**src/rtl/ir_frame_parser.sv**
```systemverilog
// ---------------------------------------------------------------------------
// ir_frame_parser
//   Consumer stage for the 32-bit IR decoder. Each frame is split into
//   address and command fields, and the NEC complement bytes are checked.
//   A frame that repeats the previous code inside HOLD_WINDOW cycles is
//   tagged as a key-held repeat. Accepted frames are queued in a small FIFO
//   that presents a valid/ready interface to the application logic.
//
// Parameters
//   EXT_ADDR        1: 16-bit address, no address-complement check
//   HOLD_WINDOW     repeat-detection window, in clk_in cycles
//   SUPPRESS_REPEAT 1: repeat-tagged frames are dropped, not queued
//   DEPTH           FIFO entries (power of 2, >= 2)
//
// Ports
//   clk_in        in   system clock
//   rst_in        in   synchronous active-high reset
//   code_in       in   [31:0] frame, first received byte in [31:24]
//   new_code_in   in   one-cycle strobe, code_in valid
//   addr_out      out  [15:0] head entry address
//   cmd_out       out  [7:0]  head entry command
//   repeat_out    out  head entry is a hold-window repeat
//   valid_out     out  FIFO non-empty, head fields valid
//   ready_in      in   consumer pop (valid_out && ready_in)
//   err_out       out  [1:0] one-cycle pulse: [0] addr check, [1] cmd check
//   overflow_out  out  one-cycle pulse: accepted frame dropped, FIFO full
// ---------------------------------------------------------------------------
module ir_frame_parser #(
  parameter int EXT_ADDR        = 0,
  parameter int HOLD_WINDOW     = 11_000_000,
  parameter int SUPPRESS_REPEAT = 0,
  parameter int DEPTH           = 4
) (
  input  logic        clk_in,
  input  logic        rst_in,
  input  logic [31:0] code_in,
  input  logic        new_code_in,
  output logic [15:0] addr_out,
  output logic [7:0]  cmd_out,
  output logic        repeat_out,
  output logic        valid_out,
  input  logic        ready_in,
  output logic [1:0]  err_out,
  output logic        overflow_out
);

  localparam int AW = $clog2(DEPTH);
  localparam int CW = $clog2(DEPTH + 1);
  localparam int TW = $clog2(HOLD_WINDOW + 1);

  localparam logic [0:0] ST_IDLE = 1'b0;
  localparam logic [0:0] ST_HELD = 1'b1;

  // Stage-1 registers: the captured frame and its check results.
  logic        s1_valid;
  logic [31:0] s1_code;
  logic [15:0] s1_addr;
  logic [7:0]  s1_cmd;
  logic        s1_addr_ok;
  logic        s1_cmd_ok;

  // Repeat tracker.
  logic [0:0]    state;
  logic [31:0]   last_code;
  logic [TW-1:0] timer;

  // FIFO storage; entry = {addr, cmd, rpt}.
  logic [24:0]   mem [DEPTH];
  logic [AW-1:0] wr_ptr;
  logic [AW-1:0] rd_ptr;
  logic [CW-1:0] count;
  logic [24:0]   head_q;

  logic s1_accept, s1_rpt, push_req, full, pop, push;
  logic [24:0] head;

  // NOTE: every sequential block uses non-blocking assignments so all
  // registers update together from values sampled at the same edge.
  always_ff @(posedge clk_in) begin
    if (rst_in) s1_valid <= 1'b0;
    else        s1_valid <= new_code_in;
  end

  // Data fields are only consumed when s1_valid is set, so they carry no reset.
  always_ff @(posedge clk_in) begin
    if (new_code_in) begin
      s1_code    <= code_in;
      s1_addr    <= (EXT_ADDR != 0) ? code_in[31:16] : {8'h00, code_in[31:24]};
      s1_cmd     <= code_in[15:8];
      s1_addr_ok <= (EXT_ADDR != 0) || (code_in[23:16] == ~code_in[31:24]);
      s1_cmd_ok  <= (code_in[7:0] == ~code_in[15:8]);
    end
  end

  // NOTE: every output of this always_comb is given a default first, so no
  // path can leave a value unassigned and infer a latch.
  always_comb begin
    s1_accept    = s1_valid && s1_addr_ok && s1_cmd_ok;
    s1_rpt       = (state == ST_HELD) && (s1_code == last_code);
    push_req     = s1_accept && !((SUPPRESS_REPEAT != 0) && s1_rpt);
    full         = (count == CW'(DEPTH));
    valid_out    = (count != '0);
    pop          = valid_out && ready_in;
    // A full FIFO still accepts a push when the head leaves the same cycle.
    push         = push_req && (!full || pop);
    overflow_out = push_req && full && !pop;
    err_out      = s1_valid ? {!s1_cmd_ok, !s1_addr_ok} : 2'b00;
    // When empty, the last popped entry stays on the head outputs.
    head         = valid_out ? mem[rd_ptr] : head_q;
    addr_out     = head[24:9];
    cmd_out      = head[8:1];
    repeat_out   = head[0];
  end

  // Tracker: a dropped-on-overflow frame is still an accepted frame and
  // restarts the hold window; failed frames leave it untouched.
  always_ff @(posedge clk_in) begin
    if (rst_in) begin
      state     <= ST_IDLE;
      last_code <= '0;
      timer     <= '0;
    end else if (s1_accept) begin
      state     <= ST_HELD;
      last_code <= s1_code;
      timer     <= '0;
    end else if (state == ST_HELD) begin
      // The timer stops at HOLD_WINDOW-1, so it can never wrap.
      if (timer == TW'(HOLD_WINDOW - 1)) state <= ST_IDLE;
      else                               timer <= timer + TW'(1);
    end
  end

  // NOTE: the FIFO array has no reset; emptiness is tracked by count, and
  // leaving storage unreset lets it map onto plain RAM/register files.
  always_ff @(posedge clk_in) begin
    if (push) mem[wr_ptr] <= {s1_addr, s1_cmd, s1_rpt};
  end

  always_ff @(posedge clk_in) begin
    if (rst_in) begin
      wr_ptr <= '0;
      rd_ptr <= '0;
      count  <= '0;
      head_q <= '0;
    end else begin
      if (push) wr_ptr <= wr_ptr + AW'(1);
      if (pop) begin
        rd_ptr <= rd_ptr + AW'(1);
        head_q <= mem[rd_ptr];
      end
      case ({push, pop})
        2'b10:   count <= count + CW'(1);
        2'b01:   count <= count - CW'(1);
        default: count <= count;
      endcase
    end
  end

endmodule

```
**config.mk**
```make
export PLATFORM = sky130hd
export DESIGN_NAME = ir_frame_parser
export DESIGN_NICKNAME = d
export VERILOG_FILES = /design/src/rtl/ir_frame_parser.sv
export SDC_FILE = /design/constraint.sdc
export NUM_CORES = 1
export LEC_CHECK = 0
export CORE_ASPECT_RATIO = 2
export CORE_MARGIN = 2
export CORE_UTILIZATION = 57
export DETAILED_ROUTE_END_ITERATION = 6
export GPL_ROUTABILITY_DRIVEN = 0
export GPL_TIMING_DRIVEN = 0
export PLACE_DENSITY_LB_ADDON = 0.12
export SYNTH_ARGS = -nofsm -noshare
export SYNTH_HDL_FRONTEND = slang
export SYNTH_SLANG_ARGS = --single-unit
```
**constraint.sdc**
```tcl
create_clock -name clk_in -period 2.8 [get_ports clk_in]
set_input_delay 0.7 -clock clk_in [delete_from_list [all_inputs] [get_ports clk_in]]
set_output_delay 0.7 -clock clk_in [all_outputs]
set_load 0.05 [all_outputs]
```
==> flow_metrics.tcl, run 1 <==
set metrics [dict create \
    hp-start "head_q[5]$_SDFFE_PP0P_" \
    grt_pass1_wl_um 25700 \
    htreeDepth 4 \
    peakVddDrop_mv 0.478 \
    async_reset_ff_share_pct 0 \
    wl_um 16400 \
    finalWorstSetupSlack_ns -0.00979 \
    final_util_pct 69.8 \
    synth.distinct_cells 44 \
    cts_tree "yes" \
    hold_depth 2 \
    whs_ns 0.455 \
    violations "setup timing" \
    area_growth_pct 19.0 \
    vias 5067 \
    rr_worst_depth 5 \
    hpwlAfterDp_um 12100 \
    numCtsBuffers 17 \
    vias_per_cell 5.71 \
    holdPathEnd "head_q[5]$_SDFFE_PP0P_" \
    clk_pin_slew_worst_paths_ns 0.06 \
    reg2reg_slack_ns 0.44 \
    syn-cell-area_sq_um 7660 \
    fmax_mhz 356 \
    cp_max_fo 7 \
    synth_compound_area_share_pct 5.69 \
    grt_overflow 0 \
    syn_inst 635 \
    dr.pass1.iters 4 \
    hold_viol 0 \
    yosys.area_share.adder_pct 1.08 \
    ctsRootBufferMaster "clkbuf_16" \
    cap_viol_max_count 0 \
    start_util_pct 58.6 \
    drc 0 \
    hp-class "reg -> reg" \
    synth.area.mux_share_pct 7.50 \
    status "finished with violations" \
    slew_headroom_pct 40.0 \
    synth-seq-cells 186 \
    cts_sinks 186 \
    yosys_warnings 0 \
    ys_seq_area_share_pct 62.0 \
    drtIter0Drc 344 \
    die_x_um 86.0 \
    tightest_slew_ns 0.900 \
    fin_nets 765 \
    synth_area_per_cell_sq_um 12.1 \
    postRouteAntennaNets 0 \
    period_share_pct 100 \
    p_leak_nw 3.11 \
    r2r_start "s1_code[8]$_DFFE_PP_" \
    skew_ns 0.0113 \
    die_height_um 168 \
    post_route_cells_drive_above_1_share_pct 15.8 \
    wl_per_cell_um 18.4 \
    portBuffers 55 \
    grt_max_degree 36 \
    period_minus_slack_ns 2.81 \
    slew_viol_final 0 \
    synth_ff_type "edfxtp_1" \
    boundaryPins 65 \
    grt_usage_pct 23.6 \
    critical_path_class "reg -> out" \
    rr_endpoint "mem[2][0]$_DFFE_PP_" \
    finalSetupViolations 4 \
    cp-start-kind "flip-flop" \
    coreArea_sq_um 13100 \
    grt_setup_unrepaired "true" \
    antenna_found_initial 0 \
    die-area_sq_um 14400 \
    grt_pass1_vias 5102 \
    row_count 59 \
    worst_skew_pair.late_latency_ns 0.42 \
    antennaDiodeCount 0 \
    synth-xor-area-share_pct 7.32 \
    synth-edff-count 102 \
    worstSetupEndpointType "output pin" \
    cp_data_arrival_time_ns 2.11 \
    cts_buffer_depth 2 \
    cp.required_ns 2.10 \
    yosys.area_share.simple_pct 13.9 \
    synth_top_family_by_area "simple AND/OR/NAND/NOR gates" \
    power_density_nw_per_um2 895 \
]
critical path, stage by stage, from the launching register on:
cell	delay [ns]
dfxtp_2	0.34
buf_12	0.13
buf_12	0.10
mux4_2	0.49
mux2_2	0.28
clkdlybuf4s15_2	0.33
cell usage in the layout, fill, tap and decap left out, types with 18 or more instances in the layout:
cell	instances
nand2_1	112
clkbuf_1	19
nor2_1	26
clkdlybuf4s50_1	35
nand4_1	18
xnor2_1	34
xor2_1	30
dfxtp_1	82
edfxtp_1	102
a21oi_1	59
registers in the layout (all words and copies together), names as in the netlist, 2 cells and up, named ones only:
name / count
rd_ptr: 2
s1_code: 32
timer: 24
count: 3
mem: 68
wr_ptr: 2
last_code: 32
head_q: 17
layer usage:
layer  track usage [%]  part of all wire, %  wire length [um]  vias up
li1                  -                    -                 -     2427
met2              42.9                   56              9110      137
met5                 0                    0                 0        -
met1              25.0                   37              6010     2473
met3              4.46                  3.3               540       30
met4              12.8                  4.4               713        0
power breakdown:
part / total [mW] / switching (mW) / internal, mW
Clock: 2.24 / 0.970 / 1.27
Sequential: 3.22 / 0.159 / 3.06
Combinational: 2.70 / 1.57 / 1.13
Total: 8.16 / 2.70 / 5.46
worst max path at each step:
stage,to,cells past startpoint,startpoint
after floorplan,overflow_out,2,ready_in
after global placement,cmd_out[7],5,count[0]$_SDFFE_PP0P_
after detailed placement,cmd_out[7],5,count[0]$_SDFFE_PP0P_
after CTS,addr_out[0],6,flip-flop
after global routing,addr_out[2],6,flip-flop
final,addr_out[7],5,flip-flop
cells by family (layout without fill, tap and decap cells):
group	Yosys count	after routing
buf+inv	43	137
xor+xnor	64	64
mux	34	34
simple gates	222	222
flops	186	186
fa+ha+maj	6	6
compound gates	79	79
other cells	1	8
what timing repair did:
action | in CTS | in global routing
resized for setup | 113 | 6
pin swaps | 1 | 0
setup endpoints to repair | 19 | 12
hold buffers | 0 | 0
setup buffers | 4 | 6
cells in the mapped netlist (2+ instances only):
library cell,count,share of area [%]
nand4_1,18,1.5
buf_4,8,0.78
and2_1,4,0.33
nand2_1,112,5.5
o211ai_1,3,0.29
nor4_1,4,0.33
dfxtp_1,84,22
xnor2_1,34,3.9
clkbuf_1,21,1.0
nor3_1,3,0.20
buf_2,3,0.20
o31ai_1,2,0.20
nand3_1,18,1.2
ha_1,5,0.82
buf_1,4,0.20
nor2_1,27,1.3
mux2_2,17,2.5
nand2b_1,2,0.16
and4_1,2,0.23
inv_1,7,0.34
o31ai_2,2,0.33
or4_1,7,0.69
a21oi_1,59,3.9
edfxtp_1,102,40
or3_1,6,0.49
and3_1,9,0.74
mux4_2,17,5.0
nor2b_1,3,0.25
xor2_1,30,3.4
o21ai_0,8,0.52
area by class of cell:
cell class,count,area [sq um]
Tap cell,152,190
Clock inverter,11,96.3
Fill cell,921,3950
Buffer,33,195
Multi-Input combinational cell,413,2760
Inverter,7,26.3
Clock buffer,21,460
Timing Repair Buffer,65,637
Sequential cell,186,4750
stage by stage:
| stage | setup TNS (ns) | cell area [sq um] | setup slack [ns] | instances | total power [mW] |
|---|---|---|---|---|---|
| 2_1_floorplan | 0 | 7680 | 0.174 | 642 | 5.01 |
| 3_3_place_gp | -7.77 | 8420 | -0.648 | 849 | 5.70 |
| 3_5_place_dp | -8.44 | 8420 | -0.692 | 849 | 5.75 |
| 4_1_cts | -0.248 | 9050 | -0.0555 | 884 | 8.11 |
| 5_1_grt | -0.544 | 9110 | -0.0830 | 888 | 8.48 |
| 6_report | -0.0199 | 9110 | -0.00979 | 888 | 8.16 |
Note: power is estimated with default switching activity, not from simulation.
==> inputs of run 2 (changes only) <==
- SLEW_MARGIN: default -> 30
==> results of run 2 <==
Same layout as run 1: the final DEF is identical, and so are final timing and power.
==> inputs of run 3 (changes only) <==
- GPL_TIMING_DRIVEN: 0 -> default
- TNS_END_PERCENT: default -> 20
==> run 3 against run 2 <==
Against the previous run:
- the run now ends clean
- sequential share of layout area grew 1.1 points
- core utilization shrank 1.4 points
- combinational power down 11%
- critical endpoint is now addr_out[3]
- highest routed layer unchanged
==> flow_metrics.tcl, run 3 (same netlist as run 1, synthesis figures left out) <==
set metrics [dict create \
    grt_pass1_vias 4996 \
    met1_usage_pct 25.0 \
    drc 0 \
    cap_viol_max_count 0 \
    vias_per_cell 5.58 \
    fin_nets 738 \
    cp_data_arrival_time_ns 1.99 \
    largestRegisters "mem x68, last_code x32, s1_code x32" \
    die-area_sq_um 14400 \
    met2_usage_pct 40.4 \
    grt_usage_pct 22.1 \
    hold_viol 0 \
    slew_viol_final 0 \
    vias 4805 \
    htreeDepth 4 \
    tightest_slew_ns 0.846 \
    top_usage_layer "met2" \
    critical_path_class "reg -> out" \
    grt_overflow 0 \
    coreArea_sq_um 13100 \
    fmax_mhz 372 \
    final_common_cell "nand2_1" \
    rr_worst_depth 5 \
    grt_setup_unrepaired "false" \
    hold_buffers 0 \
    period_share_pct 96.1 \
    start_util_pct 58.6 \
    cp.required_ns 2.10 \
    drtIter0Drc 359 \
    postRouteAntennaNets 0 \
    rr_endpoint "mem[2][0]$_DFFE_PP_" \
    hold_depth 2 \
    final_cell_mix "nand2_1 (112), edfxtp_1 (102), dfxtp_1 (84), a21oi_1 (59), clkdlybuf4s50_1 (36)" \
    row_count 59 \
    power_density_nw_per_um2 888 \
    postCtsSetupBuffers 0 \
    clk_pin_slew_worst_paths_ns 0.06 \
    dr.pass1.iters 4 \
    finalSetupViolations 0 \
    status "complete, no violations" \
    hp-class "reg -> reg" \
    p_leak_nw 3.03 \
    cts_tree "yes" \
    cts.repair.resized 0 \
    die_x_um 86.0 \
    holdPathEnd "head_q[15]$_SDFFE_PP0P_" \
    skew_ns 0.0110 \
    r2r_start "s1_code[29]$_DFFE_PP_" \
    met3_usage_pct 3.92 \
    final_util_pct 68.3 \
    cts_sinks 186 \
    grt_pass1_wl_um 24700 \
    grt_max_degree 40 \
    cts_buffer_depth 2 \
    peakVddDrop_mv 0.487 \
    ctsRootBufferMaster "clkbuf_16" \
    slew_headroom_pct 43.6 \
    setup-tns-final_ns 0 \
    antennaDiodeCount 0 \
    die_height_um 168 \
    cp_max_fo 17 \
    numCtsBuffers 17 \
    worstSetupEndpointType "output pin" \
    reg2reg_slack_ns 0.48 \
    portBuffers 56 \
    cp-start-kind "flip-flop" \
    antenna_found_initial 0 \
    whs_ns 0.451 \
    wl_um 14700 \
    post_route_cells_drive_above_1_share_pct 14.4 \
    top_register "mem" \
    boundaryPins 65 \
    hpwlAfterDp_um 10800 \
    period_minus_slack_ns 2.69 \
    worst_skew_pair.late_latency_ns 0.43 \
    wl_per_cell_um 17.1 \
    area_growth_pct 16.6 \
    hp-start "head_q[15]$_SDFFE_PP0P_" \
    largest_reg_flops 68 \
]
run 3: changes by cell type in the layout (fill, tap and decap cells not counted), moves of 3 or more:
| cell | before | now |
|---|---|---|
| buf_1 | 3 | 0 |
| buf_12 | 5 | 2 |
| buf_2 | 7 | 1 |
| buf_4 | 17 | 32 |
| buf_6 | 7 | 0 |
| clkbuf_1 | 19 | 1 |
| clkdlybuf4s15_2 | 4 | 0 |
run 3: report_power, final:
part	leakage [nW]	internal, mW	switching (mW)
Clock	0.276	1.32	1.01
Combinational	1.13	0.928	1.48
Sequential	1.63	3.06	0.141
Total	3.03	5.31	2.62
run 3: how the worst max path moves through the flow:
stage	from	end	slack (ns)	cells past startpoint
6_report	flip-flop	addr_out[3]	0.11	4
5_1_grt	flip-flop	addr_out[3]	0.02	4
4_1_cts	flip-flop	addr_out[3]	0.08	4
3_5_place_dp	ready_in	overflow_out	0.13	4
3_3_place_gp	ready_in	overflow_out	0.12	4
2_1_floorplan	ready_in	overflow_out	0.17	2
run 3: through the flow:
stage          cell area, sq um  std cells  setup WS [ns]  total power, mW
3_5_place_dp               8350        829          0.126             5.69
4_1_cts                    8930        861         0.0794             8.01
5_1_grt                    8930        861         0.0198             8.26
2_1_floorplan              7680        642          0.174             5.01
6_report                   8930        861          0.110             7.93
3_3_place_gp               8350        829          0.120             5.65
run 3: layout make-up:
class,instances,area [sq um]
inverter,7,26.3
fill,961,4140
tap,152,190
clock inverter,14,146
sequential,186,4740
timing repair buffer,71,646
clock buffer,18,429
multi-input combinational,413,2740
run 3: metal layers:
layer	share of wire [%]	wire length (um)
met4	2.7	393
met3	2.8	410
met2	56	8320
met5	0	0
met1	38	5630
run 3: critical path: stages, from the launching register on:
cell	delay, ns
dfxtp_1	0.35
buf_12	0.19
mux4_2	0.53
mux2_2	0.29
buf_4	0.19
